`src/rtl/i2c_master_ctrl.sv`:
```
// Byte-level I2C initiator: START/STOP/WRITE/READ commands in, open-drain SCL/SDA enables out.
// Optional macro I2C_MASTER_CLOCK_STRETCH_EN: honour slave clock stretching in SCL-released phases.
module i2c_master_ctrl #(
    parameter int CLK_DIV        = 16,
    parameter int I2C_DATA_WIDTH = 8
) (
    input  logic                      clk,
    input  logic                      rst_n,
    input  logic                      cmd_valid,
    output logic                      cmd_ready,
    input  logic [2:0]                cmd_op,
    input  logic [I2C_DATA_WIDTH-1:0] cmd_data,
    output logic                      rsp_valid,
    output logic [I2C_DATA_WIDTH-1:0] rsp_data,
    output logic                      rsp_nak,
    output logic                      rsp_err,
    output logic                      busy,
    output logic                      bus_held,
    input  logic                      scl_i,
    input  logic                      sda_i,
    output logic                      scl_oe,
    output logic                      sda_oe
);
    localparam int TW = $clog2(CLK_DIV);
    localparam int BW = $clog2(I2C_DATA_WIDTH);
    localparam int W  = I2C_DATA_WIDTH;

    localparam logic [2:0] OP_START    = 3'd0;
    localparam logic [2:0] OP_STOP     = 3'd1;
    localparam logic [2:0] OP_WRITE    = 3'd2;
    localparam logic [2:0] OP_READ_ACK = 3'd3;
    localparam logic [2:0] OP_READ_NAK = 3'd4;

    typedef enum logic [2:0] {
        IDLE, START_SEQ, STOP_SEQ, DATA_BITS, ACK_BIT, ERR, RESP
    } state_t;

    state_t          state_q, state_d;
    logic [TW-1:0]   timer_q, timer_d;
    logic [1:0]      phase_q, phase_d;
    logic [BW-1:0]   bit_cnt_q, bit_cnt_d;
    logic [2:0]      op_q, op_d;
    logic [W-1:0]    shift_q, shift_d;
    logic            nak_q, nak_d;
    logic            err_q, err_d;
    logic            bus_held_q, bus_held_d;
    logic            sda_park_q, sda_park_d;
    logic            rsp_valid_q, rsp_valid_d;
    logic [W-1:0]    rsp_data_q, rsp_data_d;
    logic            rsp_nak_q, rsp_nak_d;
    logic            rsp_err_q, rsp_err_d;

    logic timer_tc, rd_op, stall, illegal;

    assign timer_tc  = (timer_q == TW'(CLK_DIV - 1));
    assign rd_op     = (op_q == OP_READ_ACK) || (op_q == OP_READ_NAK);
    assign illegal   = (cmd_op > OP_READ_NAK) || ((cmd_op != OP_START) && !bus_held_q);
    assign cmd_ready = (state_q == IDLE);
    assign busy      = (state_q != IDLE);
    assign bus_held  = bus_held_q;
    assign rsp_valid = rsp_valid_q;
    assign rsp_data  = rsp_data_q;
    assign rsp_nak   = rsp_nak_q;
    assign rsp_err   = rsp_err_q;

`ifdef I2C_MASTER_CLOCK_STRETCH_EN
    // Q1 is the quarter in which SCL is released in every bus sequence.
    assign stall = (phase_q == 2'd1) && (timer_q == '0) && !scl_i &&
                   ((state_q == START_SEQ) || (state_q == STOP_SEQ) ||
                    (state_q == DATA_BITS) || (state_q == ACK_BIT));
`else
    logic unused_scl_i;
    assign unused_scl_i = scl_i;
    assign stall        = 1'b0;
`endif

    // Line drive; outside bus sequences the bus stays parked at its last level.
    always_comb begin
        scl_oe = bus_held_q;
        sda_oe = sda_park_q;
        unique case (state_q)
            START_SEQ: begin
                scl_oe = (phase_q == 2'd0) ? bus_held_q : (phase_q == 2'd3);
                sda_oe = phase_q[1];
            end
            STOP_SEQ: begin
                scl_oe = (phase_q == 2'd0);
                sda_oe = !phase_q[1];
            end
            DATA_BITS: begin
                scl_oe = (phase_q == 2'd0) || (phase_q == 2'd3);
                sda_oe = (op_q == OP_WRITE) ? !shift_q[W-1] : 1'b0;
            end
            ACK_BIT: begin
                scl_oe = (phase_q == 2'd0) || (phase_q == 2'd3);
                sda_oe = (op_q == OP_READ_ACK);
            end
            default: ;
        endcase
    end

    always_comb begin
        state_d     = state_q;
        timer_d     = timer_q;
        phase_d     = phase_q;
        bit_cnt_d   = bit_cnt_q;
        op_d        = op_q;
        shift_d     = shift_q;
        nak_d       = nak_q;
        err_d       = err_q;
        bus_held_d  = bus_held_q;
        sda_park_d  = sda_park_q;
        rsp_valid_d = 1'b0;
        rsp_data_d  = rsp_data_q;
        rsp_nak_d   = rsp_nak_q;
        rsp_err_d   = rsp_err_q;
        unique case (state_q)
            IDLE: begin
                if (cmd_valid) begin
                    rsp_err_d = 1'b0;
                    op_d      = cmd_op;
                    err_d     = illegal;
                    timer_d   = '0;
                    phase_d   = 2'd0;
                    bit_cnt_d = '0;
                    shift_d   = (cmd_op == OP_WRITE) ? cmd_data : '0;
                    if (illegal)                state_d = ERR;
                    else if (cmd_op == OP_START) state_d = START_SEQ;
                    else if (cmd_op == OP_STOP)  state_d = STOP_SEQ;
                    else                         state_d = DATA_BITS;
                end
            end
            START_SEQ, STOP_SEQ, DATA_BITS, ACK_BIT: begin
                sda_park_d = sda_oe;
                if (!stall) begin
                    timer_d = timer_tc ? '0 : timer_q + TW'(1);
                    if (timer_tc) phase_d = phase_q + 2'd1;
                end
                if ((phase_q == 2'd2) && timer_tc) begin
                    if ((state_q == DATA_BITS) && rd_op) shift_d = {shift_q[W-2:0], sda_i};
                    if (state_q == ACK_BIT)              nak_d   = sda_i;
                end
                if ((phase_q == 2'd3) && timer_tc) begin
                    unique case (state_q)
                        START_SEQ: begin
                            bus_held_d = 1'b1;
                            state_d    = RESP;
                        end
                        STOP_SEQ: begin
                            bus_held_d = 1'b0;
                            state_d    = RESP;
                        end
                        DATA_BITS: begin
                            if (!rd_op) shift_d = {shift_q[W-2:0], 1'b0};
                            bit_cnt_d = bit_cnt_q + BW'(1);
                            if (bit_cnt_q == BW'(W - 1)) begin
                                bit_cnt_d = '0;
                                state_d   = ACK_BIT;
                            end
                        end
                        default: state_d = RESP;
                    endcase
                end
            end
            ERR: state_d = RESP;
            RESP: begin
                rsp_valid_d = 1'b1;
                rsp_err_d   = err_q;
                rsp_nak_d   = !err_q && (op_q == OP_WRITE) && nak_q;
                if (!err_q && rd_op) rsp_data_d = shift_q;
                state_d = IDLE;
            end
            default: state_d = IDLE;
        endcase
    end

    always_ff @(posedge clk or negedge rst_n) begin
        if (!rst_n) begin
            state_q     <= IDLE;
            timer_q     <= '0;
            phase_q     <= 2'd0;
            bit_cnt_q   <= '0;
            op_q        <= 3'd0;
            shift_q     <= '0;
            nak_q       <= 1'b0;
            err_q       <= 1'b0;
            bus_held_q  <= 1'b0;
            sda_park_q  <= 1'b0;
            rsp_valid_q <= 1'b0;
            rsp_data_q  <= '0;
            rsp_nak_q   <= 1'b0;
            rsp_err_q   <= 1'b0;
        end else begin
            state_q     <= state_d;
            timer_q     <= timer_d;
            phase_q     <= phase_d;
            bit_cnt_q   <= bit_cnt_d;
            op_q        <= op_d;
            shift_q     <= shift_d;
            nak_q       <= nak_d;
            err_q       <= err_d;
            bus_held_q  <= bus_held_d;
            sda_park_q  <= sda_park_d;
            rsp_valid_q <= rsp_valid_d;
            rsp_data_q  <= rsp_data_d;
            rsp_nak_q   <= rsp_nak_d;
            rsp_err_q   <= rsp_err_d;
        end
    end
endmodule

```
`config.mk`:
```
export PLATFORM = sky130hd
export DESIGN_NAME = i2c_master_ctrl
export DESIGN_NICKNAME = d
export VERILOG_FILES = /design/src/rtl/i2c_master_ctrl.sv
export SDC_FILE = /design/constraint.sdc
export NUM_CORES = 1
export LEC_CHECK = 0
export ABC_AREA = 1
export CAP_MARGIN = 10
export CORE_ASPECT_RATIO = 1.2
export CORE_MARGIN = 5
export CORE_UTILIZATION = 30
export DETAILED_ROUTE_END_ITERATION = 10
export SYNTH_ARGS = -nofsm -noshare
export SYNTH_HDL_FRONTEND = slang
export SYNTH_SLANG_ARGS = --single-unit
```
`constraint.sdc`:
```
create_clock -name clk -period 2.8 [get_ports clk]
set_clock_uncertainty 0.2 [all_clocks]
set_input_delay 0.56 -clock clk [delete_from_list [all_inputs] [get_ports clk]]
set_output_delay 0.56 -clock clk [all_outputs]
set_load 0.01 [all_outputs]
```
; ---- Word level (Yosys, flattened, before mapping)
; Index checks and enable logic that the tools add are counted.
; W data, S select, Z words.
[classes]
n_addsub = 3
n_eq_ne = 20
magnitude_cmp = 1
reduce_logical = 33
muxes = 35
[op_table]
columns = op, n
row1 = $mux W8, 7
row2 = $mux W3, 9
row3 = $pmux W8 S2, 1
row4 = $eq A3 B2 Y1 const B, 5
row5 = $eq A3 B3 Y1 const B, 5
row6 = $reduce_and A3 Y1, 4
row7 = $pmux W3 S3, 1
row8 = $mux W4, 2
row9 = $ne A2 B2 Y1 const B, 4
row10 = $pmux W4 S2, 1
row11 = $reduce_and A2 Y1, 4
row12 = $logic_and A1 B1 Y1, 7
row13 = $eq A3 B1 Y1 const B, 2
row14 = $logic_not A3 Y1, 2
row15 = $mux W2, 3
row16 = $pmux W3 S2, 1
row17 = $reduce_bool A2 Y1, 3
row18 = $reduce_bool A3 Y1, 2
row19 = $mux W1, 5
row20 = $add A4 B1 Y4 const B, 1
row21 = $eq A2 B2 Y1 const B, 2
row22 = $eq A4 B4 Y1 const B, 1
row23 = $logic_not A1 Y1, 4
row24 = $pmux W1 S2, 2
row25 = other kinds (12), 14
[totals]
input_bits = 16
reg_bits = 38
wordCells = 106
out_inout_bits = 16

; ---- Depth between registers and ports, before layout
; Gate-level depths: netlist (run 1).
[logic_depth]
depth_word = 9
ltp_mapped = 9
depth_no_buf = 9

; ---- Worst setup path before layout (run 1)
; OpenSTA, ideal clock, no wires.
[synth_timing]
kind = register -> output
from = reg state_q[1]
to = out scl_oe
path_slack_ps = 901
arrival_time_ps = 1139
required_time_ps = 2040
path_buffers = 0
stages_incl_launch_ff = 7
cell_sequence = dfrtp_1 nor2_1 nand2_1 nand2_1 nor2_1 o21ai_0 o2111ai_1
[synth_via]
elab_chain_len = 3
word_cells_on_any_way = 6
classes_between = eq/ne: 4 / mux: 1 / reduce/logical: 1
[synth_rtl]
columns = item, line
row1 = "start, declared", 38  ; state_t state_q, state_d;
row2 = "start signal, assigned", 194  ; state_q <= state_d;
row3 = $eq A3 B2 Y1 / $eq A3 B3 Y1 (equally long branches), 81  ; unique case (state_q)
row4 = $reduce_or A2 Y1 (no line), -
row5 = $pmux W1 S3 (*), 81
row6 = "end, declared", 21  ; output logic scl_oe,
; Every way passes the cells marked *; elsewhere a longest branch is shown, timed or not.

; ---- Worst setup path in the final report (run 1)
[layout_timing]
from = reg state_q[2]
to = out scl_oe
; The elaborated chain is that of the path after synthesis.

==> run_summary.xml, run 1 <==
<?xml version="1.0" encoding="UTF-8"?>
<metrics>
  <group name="outcome">
    <metric name="status" unit="">finished, final reports clean</metric>
  </group>
  <group name="critical_path">
    <metric name="type_of_element_launching_the_critical_path" unit="">flop</metric>
    <metric name="crit_path_end_kind" unit="">primary output</metric>
    <metric name="timing.critical_path.depth" unit="">7</metric>
    <metric name="cp.buffers_inverters" unit="">2</metric>
    <metric name="timing.critical_path.required" unit="ps">2040</metric>
    <metric name="critPathMaxFanout" unit="">5</metric>
    <metric name="crit_path_top_delay_cell" unit="">sky130_fd_sc_hd__dfrtp_1</metric>
    <metric name="critical_path_class" unit="">reg2out</metric>
    <metric name="cpLargestDelayFamily" unit="">flip-flops</metric>
    <metric name="reg2reg_depth" unit="">8</metric>
    <metric name="worst_path_largest_cell_delay" unit="ps">440</metric>
    <metric name="cp_data_arrival_time" unit="ps">1820</metric>
    <metric name="timing.critical_path.cells" unit="">inv_1, nand3_1, nand2_1, nor2_2, o21ai_0, o2111ai_1, dlygate4sd2_1</metric>
  </group>
  <group name="place">
    <metric name="placedCellCount" unit="">388</metric>
    <metric name="gp_congestion" unit="">0.8218</metric>
    <metric name="portBuffers" unit="">30</metric>
    <metric name="place_hpwl" unit="µm">3690</metric>
  </group>
  <group name="detailed_routing">
    <metric name="detailedRoute.firstIterationViolations" unit="">69</metric>
    <metric name="ant_nets" unit="">0</metric>
    <metric name="drcViolationCount" unit="">0</metric>
    <metric name="drt-vias-per-instance" unit="">4.725</metric>
    <metric name="drt_first_pass_iters" unit="">4</metric>
    <metric name="route.final.wire_length" unit="µm">4905</metric>
    <metric name="wire_per_inst" unit="µm">12.36</metric>
    <metric name="vias" unit="">1876</metric>
  </group>
  <group name="yosys">
    <metric name="synth_area_per_cell" unit="µm²">7.763</metric>
    <metric name="yosys_register_bits" unit="">38</metric>
    <metric name="synth_seq_area_share" unit="%">44.71</metric>
    <metric name="netlist_area" unit="µm²">2127</metric>
    <metric name="synth_async_sr_flop_share" unit="%">100.0</metric>
    <metric name="synth_area_leader_cell" unit="">sky130_fd_sc_hd__dfrtp_1</metric>
    <metric name="post-synth-top-count-cell" unit="">sky130_fd_sc_hd__nand2_1</metric>
    <metric name="yosysWarnings" unit="">0</metric>
    <metric name="post_synth_most_frequent_cells" unit="">sky130_fd_sc_hd__nand2_1 (66), sky130_fd_sc_hd__dfrtp_1 (38), sky130_fd_sc_hd__nor2_1 (38)</metric>
    <metric name="synth_flop_cell" unit="">sky130_fd_sc_hd__dfrtp_1</metric>
    <metric name="synth_top_cells_by_area" unit="">sky130_fd_sc_hd__dfrtp_1 (45%), sky130_fd_sc_hd__nand2_1 (12%), sky130_fd_sc_hd__nor2_1 (6.7%), sky130_fd_sc_hd__nand3_1 (5.6%), sky130_fd_sc_hd__o21ai_0 (5.4%)</metric>
    <metric name="synth_fp_nets" unit="">296</metric>
    <metric name="syn_inst" unit="">274</metric>
    <metric name="synth_enable_flop_cells" unit="">0</metric>
    <metric name="post_synthesis_cell_type_count" unit="">27</metric>
    <metric name="synth_top_area_share" unit="%">44.71</metric>
  </group>
  <group name="floorplan">
    <metric name="die-area" unit="µm²">8881</metric>
    <metric name="die_height" unit="µm">102.2</metric>
    <metric name="horizontal_extent_of_the_die" unit="µm">86.87</metric>
    <metric name="fp-row-count" unit="">33</metric>
    <metric name="start_util" unit="%">31.03</metric>
    <metric name="num_io_pins" unit="">32</metric>
    <metric name="fp.coreArea" unit="µm²">6854</metric>
  </group>
  <group name="clock_tree">
    <metric name="cts_inserted_buffers" unit="">5</metric>
    <metric name="clk-insertion-delay-late" unit="ps">280</metric>
    <metric name="tritoncts_num_sinks" unit="">38</metric>
    <metric name="clk_pin_slew" unit="ps">80</metric>
    <metric name="cts-root-buf" unit="">sky130_fd_sc_hd__clkbuf_8</metric>
    <metric name="number_of_buffers_inserted_by_hold_repair_at_cts" unit="">0</metric>
    <metric name="ctsLongestPathBuffers" unit="">2</metric>
    <metric name="cts-htree-levels" unit="">2</metric>
    <metric name="tritoncts" unit="">built</metric>
  </group>
  <group name="sta">
    <metric name="timing.final.crit_period" unit="ps">2579</metric>
    <metric name="max_slew_violation_total_from_the_final_report" unit="">0</metric>
    <metric name="rsz0062_at_grt" unit="">false</metric>
    <metric name="achievable-frequency" unit="MHz">387.7</metric>
    <metric name="hold_violation_total_from_the_final_report" unit="">0</metric>
    <metric name="setup_viols_final" unit="">0</metric>
    <metric name="tightest_slew" unit="ps">883.8</metric>
    <metric name="fin_setup_tns" unit="ps">0</metric>
    <metric name="slew-limit-headroom" unit="%">41.08</metric>
    <metric name="period_share" unit="%">92.11</metric>
  </group>
  <group name="grt">
    <metric name="grt_pass1_wl" unit="µm">8618</metric>
    <metric name="grt_max_degree" unit="">39</metric>
    <metric name="grt_util_all_layers" unit="%">12.10</metric>
    <metric name="grt_overflow_total" unit="">0</metric>
    <metric name="number_of_antenna_violations_at_the_first_check_in_global_routing" unit="">0</metric>
    <metric name="number_of_global_route_vias_before_repair" unit="">1924</metric>
  </group>
  <group name="finish">
    <metric name="n_antenna_cell" unit="">0</metric>
    <metric name="layout-area-overhead-vs-synth" unit="%">22.76</metric>
    <metric name="regArea" unit="µm²">952.2</metric>
    <metric name="ratio_of_cells_with_drive_above_1_in_the_final_layout" unit="%">11.29</metric>
    <metric name="finish.cell_count_without_fillers" unit="">397</metric>
    <metric name="fill_cells" unit="">732</metric>
    <metric name="multiInputGateArea" unit="µm²">1023</metric>
    <metric name="final_layout_net_count" unit="">331</metric>
  </group>
  <group name="pwr">
    <metric name="power.static_leakage" unit="nW">1.218</metric>
    <metric name="power_report.internal_total" unit="mW">1.662</metric>
    <metric name="p_seq_share" unit="%">32.2</metric>
    <metric name="power.share.clock" unit="%">12.9</metric>
    <metric name="power_switching" unit="mW">1.403</metric>
    <metric name="pwr-share-comb" unit="%">54.9</metric>
    <metric name="switching_share" unit="%">45.78</metric>
    <metric name="peakVddDrop" unit="mV">0.4268</metric>
    <metric name="power_per_cell_area" unit="nW/µm²">1174</metric>
  </group>
  <group name="worst_hold_path">
    <metric name="hold_class" unit="">in2async</metric>
  </group>
  <group name="flow_run">
    <metric name="max_cap_violations" unit="">0</metric>
  </group>
</metrics>
## repair_timing
action                     CTS  global route
buffers inserted             1             0
setup endpoints to repair    2             0
resized for setup            6             0
## final cells by class
cell class / count / area share [%]
Multi-Input combinational cell: 199 / 39.20
Sequential cell: 38 / 36.46
Timing Repair Buffer: 32 / 11.79
Inverter: 33 / 4.744
Tap cell: 87 / 4.169
Clock buffer: 6 / 3.162
Clock inverter: 2 / 0.4792
## power groups by stage
stage | combinational (mW) | sequential (mW) | clock [mW]
after detailed placement | 1.70 | 0.996 | 0
after global placement | 1.66 | 0.978 | 0
final | 1.68 | 0.985 | 0.397
after global routing | 1.90 | 1.03 | 0.438
after floorplan | 1.25 | 0.987 | 0
after CTS | 1.71 | 0.987 | 0.410
## cells in the final DEF (no fill, tap or decap), types with 3 or more instances in the layout
cell type                         count
sky130_fd_sc_hd__a21oi_1              6
sky130_fd_sc_hd__a21oi_2              8
sky130_fd_sc_hd__clkbuf_8             6
sky130_fd_sc_hd__clkdlybuf4s50_1     27
sky130_fd_sc_hd__dfrtp_1             37
sky130_fd_sc_hd__ha_1                 6
sky130_fd_sc_hd__inv_1               30
sky130_fd_sc_hd__inv_2                3
sky130_fd_sc_hd__nand2_1             66
sky130_fd_sc_hd__nand3_1             24
sky130_fd_sc_hd__nand3_2              3
sky130_fd_sc_hd__nand4_1              4
sky130_fd_sc_hd__nor2_1              36
sky130_fd_sc_hd__nor2_2               4
sky130_fd_sc_hd__o2111ai_1            3
sky130_fd_sc_hd__o21ai_0             23
sky130_fd_sc_hd__o21ai_1              5
## state kept, by name, indices dropped and copies added, names as in the netlist, 2 cells and up
register / cells
bit_cnt_q: 3
timer_q: 4
shift_q: 8
op_q: 3
state_q: 3
phase_q: 2
rsp_data: 8
## worst reg2reg max path: stages (launching register included)
cell	delay (ps)
sky130_fd_sc_hd__dfrtp_1	400
sky130_fd_sc_hd__ha_1	220
sky130_fd_sc_hd__nand3_1	160
sky130_fd_sc_hd__nor2_1	260
sky130_fd_sc_hd__nand3_2	240
sky130_fd_sc_hd__nand2_1	270
sky130_fd_sc_hd__nand2_1	80
sky130_fd_sc_hd__nand3_1	90
sky130_fd_sc_hd__a21oi_2	60
## logic make-up after synthesis
kind of cell / count (synthesis) / synth area share, %
AND/OR/NAND/NOR: 143 / 29.59
flip-flops: 38 / 44.71
buffers and inverters: 37 / 7.765
XOR/XNOR: 1 / 0.4118
adder cells (fa/ha/maj): 6 / 3.529
AO/OA/AOI/OAI: 49 / 14.00
## path summary, 6_finish.rpt
path / startpoint / endpoint / slack (ps)
setup / recovery: state_q[2]$_DFFE_PN0P_ / scl_oe / 220
hold / removal: rst_n / rsp_valid$_DFF_PN0_ / 180
setup reg to reg: timer_q[0]$_DFFE_PN0P_ / shift_q[4]$_DFFE_PN0P_ / 720
hold reg to reg: rsp_data[2]$_DFFE_PN0P_ / rsp_data[2]$_DFFE_PN0P_ / 290
max in group asynchronous: rst_n / state_q[0]$_DFFE_PN0P_ / 1620
min in group clk: rsp_data[2]$_DFFE_PN0P_ / rsp_data[2]$_DFFE_PN0P_ / 290
## stage by stage
| stage | hold slack, ps | area [µm²] | utilization [%] | total power [mW] | setup WS, ps |
|---|---|---|---|---|---|
| 2_1_floorplan | 64.41 | 2127 | - | 2.236 | 900.8 |
| 3_3_place_gp | 266.3 | 2497 | 36.44 | 2.639 | 252.6 |
| 3_5_place_dp | 270.5 | 2497 | 36.44 | 2.695 | 208.1 |
| 4_1_cts | 226.5 | 2611 | 38.10 | 3.107 | 199.5 |
| 5_1_grt | 267.5 | 2611 | 38.10 | 3.368 | 99.16 |
| 6_report | 180.9 | 2611 | 38.10 | 3.065 | 220.9 |
## routing by layer
metal / share of wire (%) / vias up / global-route usage (%)
met3: 3.1 / 6 / 2.581
met1: 45 / 882 / 14.82
met2: 50 / 23 / 20.69
li1: - / 965 / -
met4: 1.9 / 0 / 4.676
met5: 0 / - / 0
No activity file was read; power rests on OpenSTA's default activity.
==> inputs of run 2 (changes only) <==
Settings changed: GPL_TIMING_DRIVEN set to 1, SETUP_SLACK_MARGIN set to 0.02.
==> results of run 2 <==
The final DEF is identical to that of run 1; final timing and power are the same.
==> inputs of run 3 (changes only) <==
Settings changed: PLACE_DENSITY_LB_ADDON set to 0.08.
==> run 3 against run 2 <==
Register-to-register slack is essentially flat. Design area about the same. Global-route usage increased by 0.27 points. Non-clock buffer count unchanged. Sequential share of layout area about the same. Setup slack improved by 14 ps. Critical endpoint unchanged. Highest routed layer unchanged.
==> run_summary.xml, run 3 (synthesized netlist as in run 1, its figures left out) <==
<?xml version="1.0" encoding="UTF-8"?>
<metrics>
  <group name="outcome">
    <metric name="status" unit="">finished, final reports clean</metric>
  </group>
  <group name="pwr">
    <metric name="peakVddDrop" unit="mV">0.5933</metric>
    <metric name="power_per_cell_area" unit="nW/µm²">1171</metric>
    <metric name="finalPower" unit="mW">3.061</metric>
    <metric name="power.static_leakage" unit="nW">1.224</metric>
  </group>
  <group name="detailed_routing">
    <metric name="drt_first_pass_iters" unit="">4</metric>
    <metric name="drcViolationCount" unit="">0</metric>
    <metric name="drt-vias-per-instance" unit="">4.618</metric>
    <metric name="vias" unit="">1824</metric>
    <metric name="detailedRoute.firstIterationViolations" unit="">84</metric>
    <metric name="wire_per_inst" unit="µm">12.69</metric>
    <metric name="route.final.wire_length" unit="µm">5012</metric>
    <metric name="ant_nets" unit="">0</metric>
  </group>
  <group name="sta">
    <metric name="timing.final.crit_period" unit="ps">2565</metric>
    <metric name="hold_violation_total_from_the_final_report" unit="">0</metric>
    <metric name="whs" unit="ps">191.3</metric>
    <metric name="period_share" unit="%">91.61</metric>
    <metric name="tightest_slew" unit="ps">883.4</metric>
    <metric name="slew-limit-headroom" unit="%">41.11</metric>
    <metric name="max_slew_violation_total_from_the_final_report" unit="">0</metric>
    <metric name="postLayoutSetupSlackWorst" unit="ps">235.0</metric>
    <metric name="achievable-frequency" unit="MHz">389.9</metric>
    <metric name="setup_viols_final" unit="">0</metric>
    <metric name="fin_setup_tns" unit="ps">0</metric>
    <metric name="rsz0062_at_grt" unit="">false</metric>
  </group>
  <group name="clock_tree">
    <metric name="clk_pin_slew" unit="ps">70</metric>
    <metric name="cts-root-buf" unit="">sky130_fd_sc_hd__clkbuf_8</metric>
    <metric name="tritoncts_num_sinks" unit="">38</metric>
    <metric name="cts-htree-levels" unit="">2</metric>
    <metric name="ctsLongestPathBuffers" unit="">2</metric>
    <metric name="number_of_buffers_inserted_by_hold_repair_at_cts" unit="">0</metric>
    <metric name="tritoncts" unit="">built</metric>
    <metric name="cts_inserted_buffers" unit="">5</metric>
    <metric name="clk-insertion-delay-late" unit="ps">290</metric>
  </group>
  <group name="finish">
    <metric name="post_layout_utilization_of_the_core" unit="%">38.13</metric>
    <metric name="commonest_cells_after_routing_fill_and_taps_aside" unit="">sky130_fd_sc_hd__nand2_1 (65), sky130_fd_sc_hd__nor2_1 (36), sky130_fd_sc_hd__dfrtp_1 (36)</metric>
    <metric name="final_layout_net_count" unit="">331</metric>
    <metric name="layout-area-overhead-vs-synth" unit="%">22.88</metric>
    <metric name="most_frequent_standard_cell_in_the_layout_excluding_fill_and_tap_cells" unit="">sky130_fd_sc_hd__nand2_1</metric>
    <metric name="n_antenna_cell" unit="">0</metric>
    <metric name="ratio_of_cells_with_drive_above_1_in_the_final_layout" unit="%">11.69</metric>
  </group>
  <group name="critical_path">
    <metric name="timing.critical_path.required" unit="ps">2040</metric>
    <metric name="cp_data_arrival_time" unit="ps">1810</metric>
    <metric name="critical_path_class" unit="">reg2out</metric>
    <metric name="critPathMaxFanout" unit="">5</metric>
    <metric name="type_of_element_launching_the_critical_path" unit="">flop</metric>
    <metric name="crit_path_end_kind" unit="">primary output</metric>
  </group>
  <group name="floorplan">
    <metric name="die-area" unit="µm²">8881</metric>
    <metric name="fp-row-count" unit="">33</metric>
    <metric name="num_io_pins" unit="">32</metric>
    <metric name="fp.coreArea" unit="µm²">6854</metric>
    <metric name="die_height" unit="µm">102.2</metric>
    <metric name="horizontal_extent_of_the_die" unit="µm">86.87</metric>
    <metric name="start_util" unit="%">31.03</metric>
  </group>
  <group name="worst_hold_path">
    <metric name="hold_class" unit="">in2async</metric>
  </group>
  <group name="place">
    <metric name="place_hpwl" unit="µm">3793</metric>
    <metric name="portBuffers" unit="">30</metric>
    <metric name="dp_worst_setup_slack" unit="ps">212.7</metric>
    <metric name="gp_congestion" unit="">0.8077</metric>
  </group>
  <group name="grt">
    <metric name="number_of_antenna_violations_at_the_first_check_in_global_routing" unit="">0</metric>
    <metric name="number_of_global_route_vias_before_repair" unit="">1821</metric>
    <metric name="grt_overflow_total" unit="">0</metric>
    <metric name="grt_pass1_wl" unit="µm">8645</metric>
    <metric name="grt_util_all_layers" unit="%">12.37</metric>
    <metric name="grt_max_degree" unit="">39</metric>
  </group>
  <group name="flow_run">
    <metric name="max_cap_violations" unit="">0</metric>
  </group>
</metrics>
[run 3: layer usage]
| layer | global-route usage (%) | wire (µm) | vias to the layer above |
|---|---|---|---|
| li1 | - | - | 959 |
| met1 | 16.71 | 2441 | 833 |
| met2 | 19.58 | 2316 | 26 |
| met3 | 2.823 | 182 | 6 |
| met4 | 3.957 | 72 | 0 |
| met5 | 0 | 0 | - |
[run 3: critical path, cell delays in order, from the launching register on]
cell and delay [ps]:
sky130_fd_sc_hd__dfrtp_1 450, sky130_fd_sc_hd__inv_1 140, sky130_fd_sc_hd__nand3_2 130, sky130_fd_sc_hd__nand2_1 150
sky130_fd_sc_hd__nor2_4 60, sky130_fd_sc_hd__o21ai_0 160, sky130_fd_sc_hd__o2111ai_1 130, sky130_fd_sc_hd__dlygate4sd2_1 300
[run 3: where the power goes]
group	leakage [nW]	internal (mW)	switching [mW]	total (mW)
clock network	0.0431	0.190	0.189	0.379
registers	0.474	0.807	0.184	0.991
logic	0.706	0.672	1.02	1.69
[run 3: path summary, 6_finish.rpt]
check	cells after the start	endpoint	start	slack (ps)
worst max register to register	9	shift_q[2]$_DFFE_PN0P_	state_q[2]$_DFFE_PN0P_	710
max in group asynchronous	1	state_q[1]$_DFFE_PN0P_	rst_n	1610
worst min register to register	2	rsp_data[1]$_DFFE_PN0P_	rsp_data[1]$_DFFE_PN0P_	280
min in group clk	2	rsp_data[1]$_DFFE_PN0P_	rsp_data[1]$_DFFE_PN0P_	280
worst min-delay path	1	rsp_err$_DFFE_PN0P_	rst_n	190
worst max-delay path	7	scl_oe	state_q[2]$_DFFE_PN0P_	230
[run 3: timing repair]
item / in CTS / in global routing
pin swaps: 1 / 0
resized for setup: 10 / 1
setup endpoints to repair: 2 / 1
endpoints found under the hold margin: 0 / 0
buffers inserted: 1 / 0
[run 3: layout make-up]
class	instances	area, µm²
Sequential cell	38	953.4
Fill cell	786	4240
Multi-Input combinational cell	199	1033
Clock buffer	6	82.58
Inverter	33	123.9
Tap cell	87	108.9
Timing Repair Buffer	32	311.5
[run 3: metrics by stage]
step	std cells	cell area, µm²
floorplan	274	2127
global placement	388	2497
detailed placement	388	2497
CTS	395	2611
global route	395	2614
finish	395	2614
